### config.mk
export PLATFORM = sky130hd
export DESIGN_NAME = id_ex_hazard_reg
export DESIGN_NICKNAME = d
export VERILOG_FILES = /design/src/rtl/id_ex_hazard_reg.sv
export SDC_FILE = /design/constraint.sdc
export NUM_CORES = 1
export LEC_CHECK = 0
export ABC_AREA = 1
export ABC_CLOCK_PERIOD_IN_PS = 15700
export CORE_MARGIN = 2
export CORE_UTILIZATION = 30
export CTS_CLUSTER_SIZE = 28
export DETAILED_ROUTE_END_ITERATION = 6
export HOLD_SLACK_MARGIN = 0.08
export PLACE_DENSITY = 0.67
export RECOVER_POWER = 50
export REMOVE_ABC_BUFFERS = 1
export SLEW_MARGIN = 15
export SYNTH_ARGS = -nofsm -noshare
export SYNTH_HDL_FRONTEND = slang
export SYNTH_SLANG_ARGS = --single-unit
### constraint.sdc
create_clock -name Clk -period 15.7 [get_ports Clk]
set_input_delay 1.57 -clock Clk [delete_from_list [all_inputs] [get_ports Clk]]
set_output_delay 1.57 -clock Clk [all_outputs]
set_load 0.02 [all_outputs]
### src/rtl/id_ex_hazard_reg.sv
// id_ex_hazard_reg: the ID/EX pipeline register for the 5-stage MIPS pipeline,
// together with the load-use interlock and the taken-branch flush control.
//
// Ports:
//   Clk, Reset             negedge-updated clock; asynchronous active-high reset
//   I_PC4/I_RD1/I_RD2/I_Imm  ID-stage datapath values (DW bits)
//   I_Inst                 IF/ID instruction (rs/rt/rd fields extracted here)
//   I_Ctrl                 {RegWrite, MemRead, MemWrite, MemtoReg, ALUSrc, RegDst, ALUOp[2:0]}
//   I_UsesRt               ID instruction reads rt as a source
//   Br_Taken               EX-stage branch/jump resolved taken this cycle
//   PC4/RD1/RD2/Imm/Rs/Rt/Rd/Ctrl  registered EX-stage values
//   Stall, IFID_Flush      combinational hazard controls to PC and IF/ID
//   Stall_Cnt, Flush_Cnt   saturating hazard statistics counters
module id_ex_hazard_reg #(
  parameter int unsigned DW = 32,
  parameter int unsigned CW = 16
) (
  input  logic          Clk,
  input  logic          Reset,
  input  logic [DW-1:0] I_PC4,
  input  logic [31:0]   I_Inst,
  input  logic [DW-1:0] I_RD1,
  input  logic [DW-1:0] I_RD2,
  input  logic [DW-1:0] I_Imm,
  input  logic [8:0]    I_Ctrl,
  input  logic          I_UsesRt,
  input  logic          Br_Taken,
  output logic [DW-1:0] PC4,
  output logic [DW-1:0] RD1,
  output logic [DW-1:0] RD2,
  output logic [DW-1:0] Imm,
  output logic [4:0]    Rs,
  output logic [4:0]    Rt,
  output logic [4:0]    Rd,
  output logic [8:0]    Ctrl,
  output logic          Stall,
  output logic          IFID_Flush,
  output logic [CW-1:0] Stall_Cnt,
  output logic [CW-1:0] Flush_Cnt
);

  localparam int unsigned RW       = 5;
  localparam int unsigned CTW      = 9;
  localparam int unsigned MEMRD_IX = 7;

  logic [DW-1:0]  pc4_q, pc4_d, rd1_q, rd1_d, rd2_q, rd2_d, imm_q, imm_d;
  logic [RW-1:0]  rs_q, rs_d, rt_q, rt_d, rd_q, rd_d;
  logic [CTW-1:0] ctrl_q, ctrl_d;
  logic [CW-1:0]  stall_cnt_q, stall_cnt_d, flush_cnt_q, flush_cnt_d;

  logic [RW-1:0] id_rs, id_rt, id_rd;
  logic          ex_mem_read, rs_match, rt_match, hazard;
  logic          unused_inst_bits;

  assign id_rs = I_Inst[25:21];
  assign id_rt = I_Inst[20:16];
  assign id_rd = I_Inst[15:11];
  assign unused_inst_bits = ^{I_Inst[31:26], I_Inst[10:0]};

  // Load-use detect against the load currently in EX. MemRead gates every
  // term so an unknown instruction cannot leak into Stall while EX is idle.
  assign ex_mem_read = ctrl_q[MEMRD_IX];
  assign rs_match    = (rt_q == id_rs);
  assign rt_match    = I_UsesRt & (rt_q == id_rt);
  assign hazard      = ex_mem_read & (rt_q != RW'(0)) & (rs_match | rt_match);

  // A taken branch squashes the ID instruction, so stalling for it is moot.
  assign Stall      = hazard & ~Br_Taken;
  assign IFID_Flush = Br_Taken;

  // Next-state: bubble by default, flush beats stall, otherwise latch ID.
  always_comb begin
    pc4_d       = DW'(0);
    rd1_d       = DW'(0);
    rd2_d       = DW'(0);
    imm_d       = DW'(0);
    rs_d        = RW'(0);
    rt_d        = RW'(0);
    rd_d        = RW'(0);
    ctrl_d      = CTW'(0);
    stall_cnt_d = stall_cnt_q;
    flush_cnt_d = flush_cnt_q;
    if (Br_Taken) begin
      if (flush_cnt_q != {CW{1'b1}}) flush_cnt_d = flush_cnt_q + CW'(1);
    end else if (hazard) begin
      if (stall_cnt_q != {CW{1'b1}}) stall_cnt_d = stall_cnt_q + CW'(1);
    end else begin
      pc4_d  = I_PC4;
      rd1_d  = I_RD1;
      rd2_d  = I_RD2;
      imm_d  = I_Imm;
      rs_d   = id_rs;
      rt_d   = id_rt;
      rd_d   = id_rd;
      ctrl_d = I_Ctrl;
    end
  end

  // State register, updated on the falling edge like the other pipe registers.
  always_ff @(negedge Clk or posedge Reset) begin
    if (Reset) begin
      pc4_q       <= DW'(0);
      rd1_q       <= DW'(0);
      rd2_q       <= DW'(0);
      imm_q       <= DW'(0);
      rs_q        <= RW'(0);
      rt_q        <= RW'(0);
      rd_q        <= RW'(0);
      ctrl_q      <= CTW'(0);
      stall_cnt_q <= CW'(0);
      flush_cnt_q <= CW'(0);
    end else begin
      pc4_q       <= pc4_d;
      rd1_q       <= rd1_d;
      rd2_q       <= rd2_d;
      imm_q       <= imm_d;
      rs_q        <= rs_d;
      rt_q        <= rt_d;
      rd_q        <= rd_d;
      ctrl_q      <= ctrl_d;
      stall_cnt_q <= stall_cnt_d;
      flush_cnt_q <= flush_cnt_d;
    end
  end

  assign PC4       = pc4_q;
  assign RD1       = rd1_q;
  assign RD2       = rd2_q;
  assign Imm       = imm_q;
  assign Rs        = rs_q;
  assign Rt        = rt_q;
  assign Rd        = rd_q;
  assign Ctrl      = ctrl_q;
  assign Stall_Cnt = stall_cnt_q;
  assign Flush_Cnt = flush_cnt_q;

endmodule
==> run summary <==
================================================================================
Initial Util                                                               30.6%
Clk sinks                                                                    184
Nets                                                                        1281
Cts bufs inserted                                                             17
Critical path buffers and inverters                                            3
Number of H-tree branching levels                                              4
1st-iter DRT viols                                                           227
Kind of launch point of the worst setup path                            register
Leading area contributor after synthesis                                 dfrtn_1
Remaining antenna violation count                                              0
Maximum fanout encountered on the critical timing path                         4
Total non-filler cell area in the finished layout                      11400 um2
Global routing usage summed across all routing layers                      15.6%
Total of warnings raised by yosys                                              0
Top area cells in the synthesized netlist                           dfrtn_1, inv_1, nor2_1
Type of the setup path with the least slack                              reg2out
Launching element of the worst setup path                           Rt[2]$_DFF_NP0_
Die Span Y                                                                159 um
Post-synthesis sequential element count                                      184
Count of maximum capacitance violations                                        0
Per-cell via count in the routed design                                     3.97
Detailed placer's ending HPWL                                            14.3 mm
Leading cell type by number of instances after synthesis                 dfrtn_1
Total die area                                                         25200 um2
DRC viols                                                                      0
Area growth from synthesis to final layout                                 59.0%
VDD IR max                                                           0.0000605 V
Sum of negative setup slack                                                 0 ps
Die extent in x                                                           159 um
Worst reg2reg endpoint                                              Imm[0]$_DFF_NP0_
Clock latency on the worst-skew pair                                      400 ps
Power density over the cells                                          103 nW/um2
Drt first pass iters                                                           4
Total number of vias                                                        5715
Instance count on the critical path                                            9
Required time at the endpoint of the critical path                      14130 ps
Final estimated routing congestion in global placement                     0.773
Total grt overflow                                                             0
I/O pin count                                                                359
Worst Path Arrival                                                      10040 ps
Floorplan Core Area                                                    23500 um2
Finish-stage setup viols                                                       0
Number of rows in the core area                                               56
TritonCTS clock tree                                                        done
Worst setup path endpoint                                                  Stall
Worst slew margin relative to its limit                                    25.5%
Master of the slowest instance on the critical path                 clkdlybuf4s50_1
Post-CTS repair timing setup buffer count                                      0
Crit. End Element                                                    output port
Number of antenna violations at the first check in global routing              1
Cell chosen for the clock root                                         clkbuf_16
Count of flip-flops with a built-in enable after synthesis                     0
Share of post-route cells with drive strength above 1                      4.83%
Setup clock skew after layout                                            12.3 ps
Reported leakage power                                                   5.92 nW
Max Transition Viols Final                                                     0
Largest net degree at the start of global routing                            153
Post-synthesis sequential area ratio                                       64.0%
Share of synthesized registers carrying an async set or reset               100%
Clock Pin Slew Worst Setup and Hold Paths                                  50 ps
R2r startpoint                                                      Rt[2]$_DFF_NP0_
Type of the most critical hold path                                      reg2reg
Most frequent cell on the critical path                                  nand2_1
Peak per-stage delay on the critical path                                 600 ps
Actual transition at the worst max-transition pin                        1120 ps
Setup repair after global routing missed its margin                           no
Via count of the first global-routing pass                                  5770
Layout Cells excl Fill                                                      1439
Total count of hold-check failures in the final report                         0
Instance area after placement                                          10800 um2
Worst reg-to-reg path cell count                                               9
Synth top cells by count                                            dfrtn_1, inv_1, nor2_1, nand2_1, xor2_1
Count of input and output buffers                                            341
Wire length reported by the detailed router                              19.4 mm
Largest delay share family, worst path                              buffers and inverters
Mapped Avg Cell Area                                                    9.40 um2
Area share of the leading cell type in the synthesized netlist             64.0%
Maximum clock insertion buffer count                                           2
DP Cell Count                                                               1406
Worst setup slack for register-to-register paths                        13380 ps
Status                                                              finished clean
Yosys cell types                                                              24
Wire length of the first global-routing pass                             31.0 mm
Cells along the critical path                                       inv_2 -> nand2_1 -> nand2_1 -> nor2_1 -> nand3_1 -> nand2_1 -> nand3_2 -> inv_1 -> clkdlybuf4s50_1
Post-Synthesis Cell Area                                                7200 um2
Main synth FF type                                                       dfrtn_1
Post-synthesis cell count                                                    766
Cts hold-fix bufs                                                              0
Count of cells resized by post-cts repair                                      0
Routed length per placed instance                                        13.5 um
================================================================================
==> power breakdown <==
group / total (W) / switching, W / internal (W) / leakage, nW
logic: 0.000214 / 0.000112 / 0.000101 / 3.23
clock network: 0.000438 / 0.000208 / 0.000230 / 0.296
registers: 0.000531 / 0.0000203 / 0.000511 / 2.39
==> logic make-up (layout without fill, tap and decap cells) <==
group | count (synthesis) | after routing | synth area share (%)
compound gates | 10 | 10 | 0.695
xor+xnor | 29 | 29 | 3.53
fa+ha+maj | 2 | 2 | 0.348
buf+inv | 202 | 555 | 12.2
flops | 184 | 184 | 64.0
other cells | 0 | 1 | 0
simple gates | 339 | 339 | 19.3
==> flip-flops by register name (all words and copies together) (netlist names) <==
register	count
RD2	32
Rd	5
Ctrl	9
Rs	5
Rt	5
RD1	32
Flush_Cnt	16
Imm	32
Stall_Cnt	16
PC4	32
==> per-layer routing <==
layer	track usage, %	up-vias	routed length, um
met2	27.4	206	9780
met5	0	-	0
met4	4.71	0	323
met1	17.6	2623	7650
met3	5.88	21	1610
li1	-	2865	-
==> metrics by stage <==
stage | setup slack, ps | utilization, % | total power, W | hold slack (ps)
floorplan | 1470 | - | 0.000637 | 533
CTS | 4030 | 48.6 | 0.00121 | 467
global placement | 4020 | 46.1 | 0.000761 | 463
global route | 3910 | 48.6 | 0.00124 | 496
detailed placement | 3990 | 46.1 | 0.000765 | 467
finish | 4090 | 48.6 | 0.00118 | 462
==> placed cells by master (no fill, tap or decap), types with 2 or more instances in the layout <==
| cell type | netlist | final |
|---|---|---|
| clkinv_8 | 0 | 3 |
| nor2_2 | 10 | 10 |
| inv_6 | 0 | 3 |
| clkdlybuf4s50_1 | 0 | 196 |
| nor3_2 | 2 | 2 |
| clkbuf_16 | 0 | 17 |
| dfrtn_1 | 184 | 184 |
| nor2_1 | 169 | 169 |
| nand2_1 | 121 | 122 |
| inv_2 | 8 | 6 |
| clkinv_4 | 0 | 3 |
| inv_1 | 173 | 173 |
| nand3_1 | 17 | 17 |
| inv_8 | 0 | 5 |
| xor2_1 | 18 | 18 |
| nor3_1 | 8 | 8 |
| o21ai_0 | 3 | 10 |
| ha_1 | 2 | 2 |
| nand4_1 | 6 | 7 |
| dlygate4sd3_1 | 0 | 145 |
| xnor2_1 | 11 | 11 |
==> cell type report <==
type	count	area, um2
fill	2256	12100
sequential	184	4600
timing repair buffer	342	3420
multi-input combinational	380	1720
inverter	181	687
clock buffer	18	429
tap	319	399
clock inverter	14	176
antenna	1	2.50
==> worst reg2reg max path: cells and delay by family, from the launching register on <==
| family | cells | cell delay [ps] |
|---|---|---|
| buf+inv | 1 | 70 |
| flops | 1 | 460 |
| simple gates | 8 | 1580 |
==> worst min-delay path by stage <==
stage | startpoint | end | slack [ps] | cells after the start
final | Flush_Cnt[2]$_DFFE_NP0P_ | Flush_Cnt[2]$_DFFE_NP0P_ | 460 | 1
after detailed placement | Flush_Cnt[2]$_DFFE_NP0P_ | Flush_Cnt[2]$_DFFE_NP0P_ | 470 | 1
after floorplan | Flush_Cnt[0]$_DFFE_NP0P_ | Flush_Cnt[0]$_DFFE_NP0P_ | 530 | 1
after global routing | Flush_Cnt[9]$_DFFE_NP0P_ | Flush_Cnt[9]$_DFFE_NP0P_ | 500 | 1
after CTS | Flush_Cnt[2]$_DFFE_NP0P_ | Flush_Cnt[2]$_DFFE_NP0P_ | 470 | 1
after global placement | Flush_Cnt[2]$_DFFE_NP0P_ | Flush_Cnt[2]$_DFFE_NP0P_ | 460 | 1
Note: power is estimated with default switching activity, not from simulation.
==> edit, RTL diff (same settings) <==
Set the parameter `DW` to 64 (it was 32).
--- a/src/rtl/id_ex_hazard_reg.sv
+++ b/src/rtl/id_ex_hazard_reg.sv
@@ -14,3 +14,3 @@
 module id_ex_hazard_reg #(
-  parameter int unsigned DW = 32,
+  parameter int unsigned DW = 64,
   parameter int unsigned CW = 16
Interface: changed (8 resized); port bits go from 359 to 615. No check against the original RTL was run, so the function may have changed too.
==> edit against the original RTL <==
  * The flow now finishes with violations (capacitance limit, slew limit)
  * Synthesized cell count increased by 52%
  * Critical endpoint is now RD1[4]
  * Routed wire length increased by 86%
  * First-iteration DRC count increased by 37%
  * Count of clock-buffer cells in the layout increased by 32
  * Register-to-register slack got worse by 0.42 ns
  * Worst setup slack got worse by 1.3 ns
  * Sequential cell count increased by 128
  * Critical path type is now in2async
  * Largest power group unchanged
  * Area after synthesis increased by 59%
  * Power increased by 72%
  * Cell area increased by 66%
  * Combinational power increased by 58%
  * Largest cell class unchanged
==> edit: results (changes against the original RTL) <==
- Via count: 9143 (+60%)
- End of the critical path: RD1[4]
- Number of global-route vias before repair: 9360 (+62%)
- Met3 capacity usage during global routing: 6.059% (+0.18 points)
- Maximum VDD drop: 0.06866 mV (+14%)
- Worst clock skew: 0.01107 ns (-0.001259 ns)
- Net switching share of the total power: 25.66% (-3.2 points)
- Setup WS pre-CTS: 3.448 ns (-0.5439 ns)
- GR met2 Demand/Resource: 30.61% (+3.2 points)
- Reported max-cap violation count: 1 (+1)
- Count of final max-slew check failures: 96 (+96)
- Total length of routed wires: 36070 um (+86%)
- Number of clock buffers inserted by TritonCTS: 36 (+19)
- Slew at the pin with the worst max-slew slack: 4.304 ns (+3.188 ns)
- Clock network power: 0.809 mW (+85%)
- Total number of H-tree levels: 2 (-2)
- Slowest cell on crit path: sky130_fd_sc_hd__clkinvlp_2
- Total placed cells including tap cells: 2242 (+59%)
- Leading cell types by total area after synthesis: sky130_fd_sc_hd__dfrtn_1 (68%), sky130_fd_sc_hd__inv_1 (10%), sky130_fd_sc_hd__nor2_1 (10%)
- Maximum number of buffers from clock root to sink: 3 (+1)
- Area Overhead vs Synth: 65.46%
- Post-synth top cells: sky130_fd_sc_hd__dfrtn_1 (312), sky130_fd_sc_hd__inv_1 (310), sky130_fd_sc_hd__nor2_1 (308)
- Final #Nets: 2072 (+62%)
- Status: finished, violations left
- Critical Path Source: Reset
- GR met1 Demand/Resource: 19.84% (+2.2 points)
- Violations in the final reports: capacitance limit, slew limit
- Reg-to-reg critical path endpoint: RD2[35]
- Sum of met3 wire segment lengths after detailed routing: 3319 um (+110%)
## edit: cell types whose count changed after synthesis, moves of 8 or more
cell                      unedited run  this run
sky130_fd_sc_hd__nor2_1            169       308
sky130_fd_sc_hd__dfrtn_1           184       312
sky130_fd_sc_hd__buf_6               1        23
sky130_fd_sc_hd__buf_8               8         0
sky130_fd_sc_hd__nor2_2             10         1
sky130_fd_sc_hd__inv_1             173       310
sky130_fd_sc_hd__inv_2               8         0
## edit: area by class of cell
class	count	area (um2)	area share [%]
Clock buffer	50	1025	5.409
Clock inverter	10	116.4	0.6143
Inverter	310	1165	6.149
Multi-Input combinational cell	509	2167	11.44
Sequential cell	312	7807	41.22
Tap cell	511	639.4	3.375
Timing Repair Buffer	600	6023	31.80
## edit: worst reg2reg max path: cells and delay by family (launching register included)
family | cells | cell delay, ns
buffers and inverters | 2 | 0.70
flip-flops | 1 | 0.49
AND/OR/NAND/NOR | 8 | 1.37
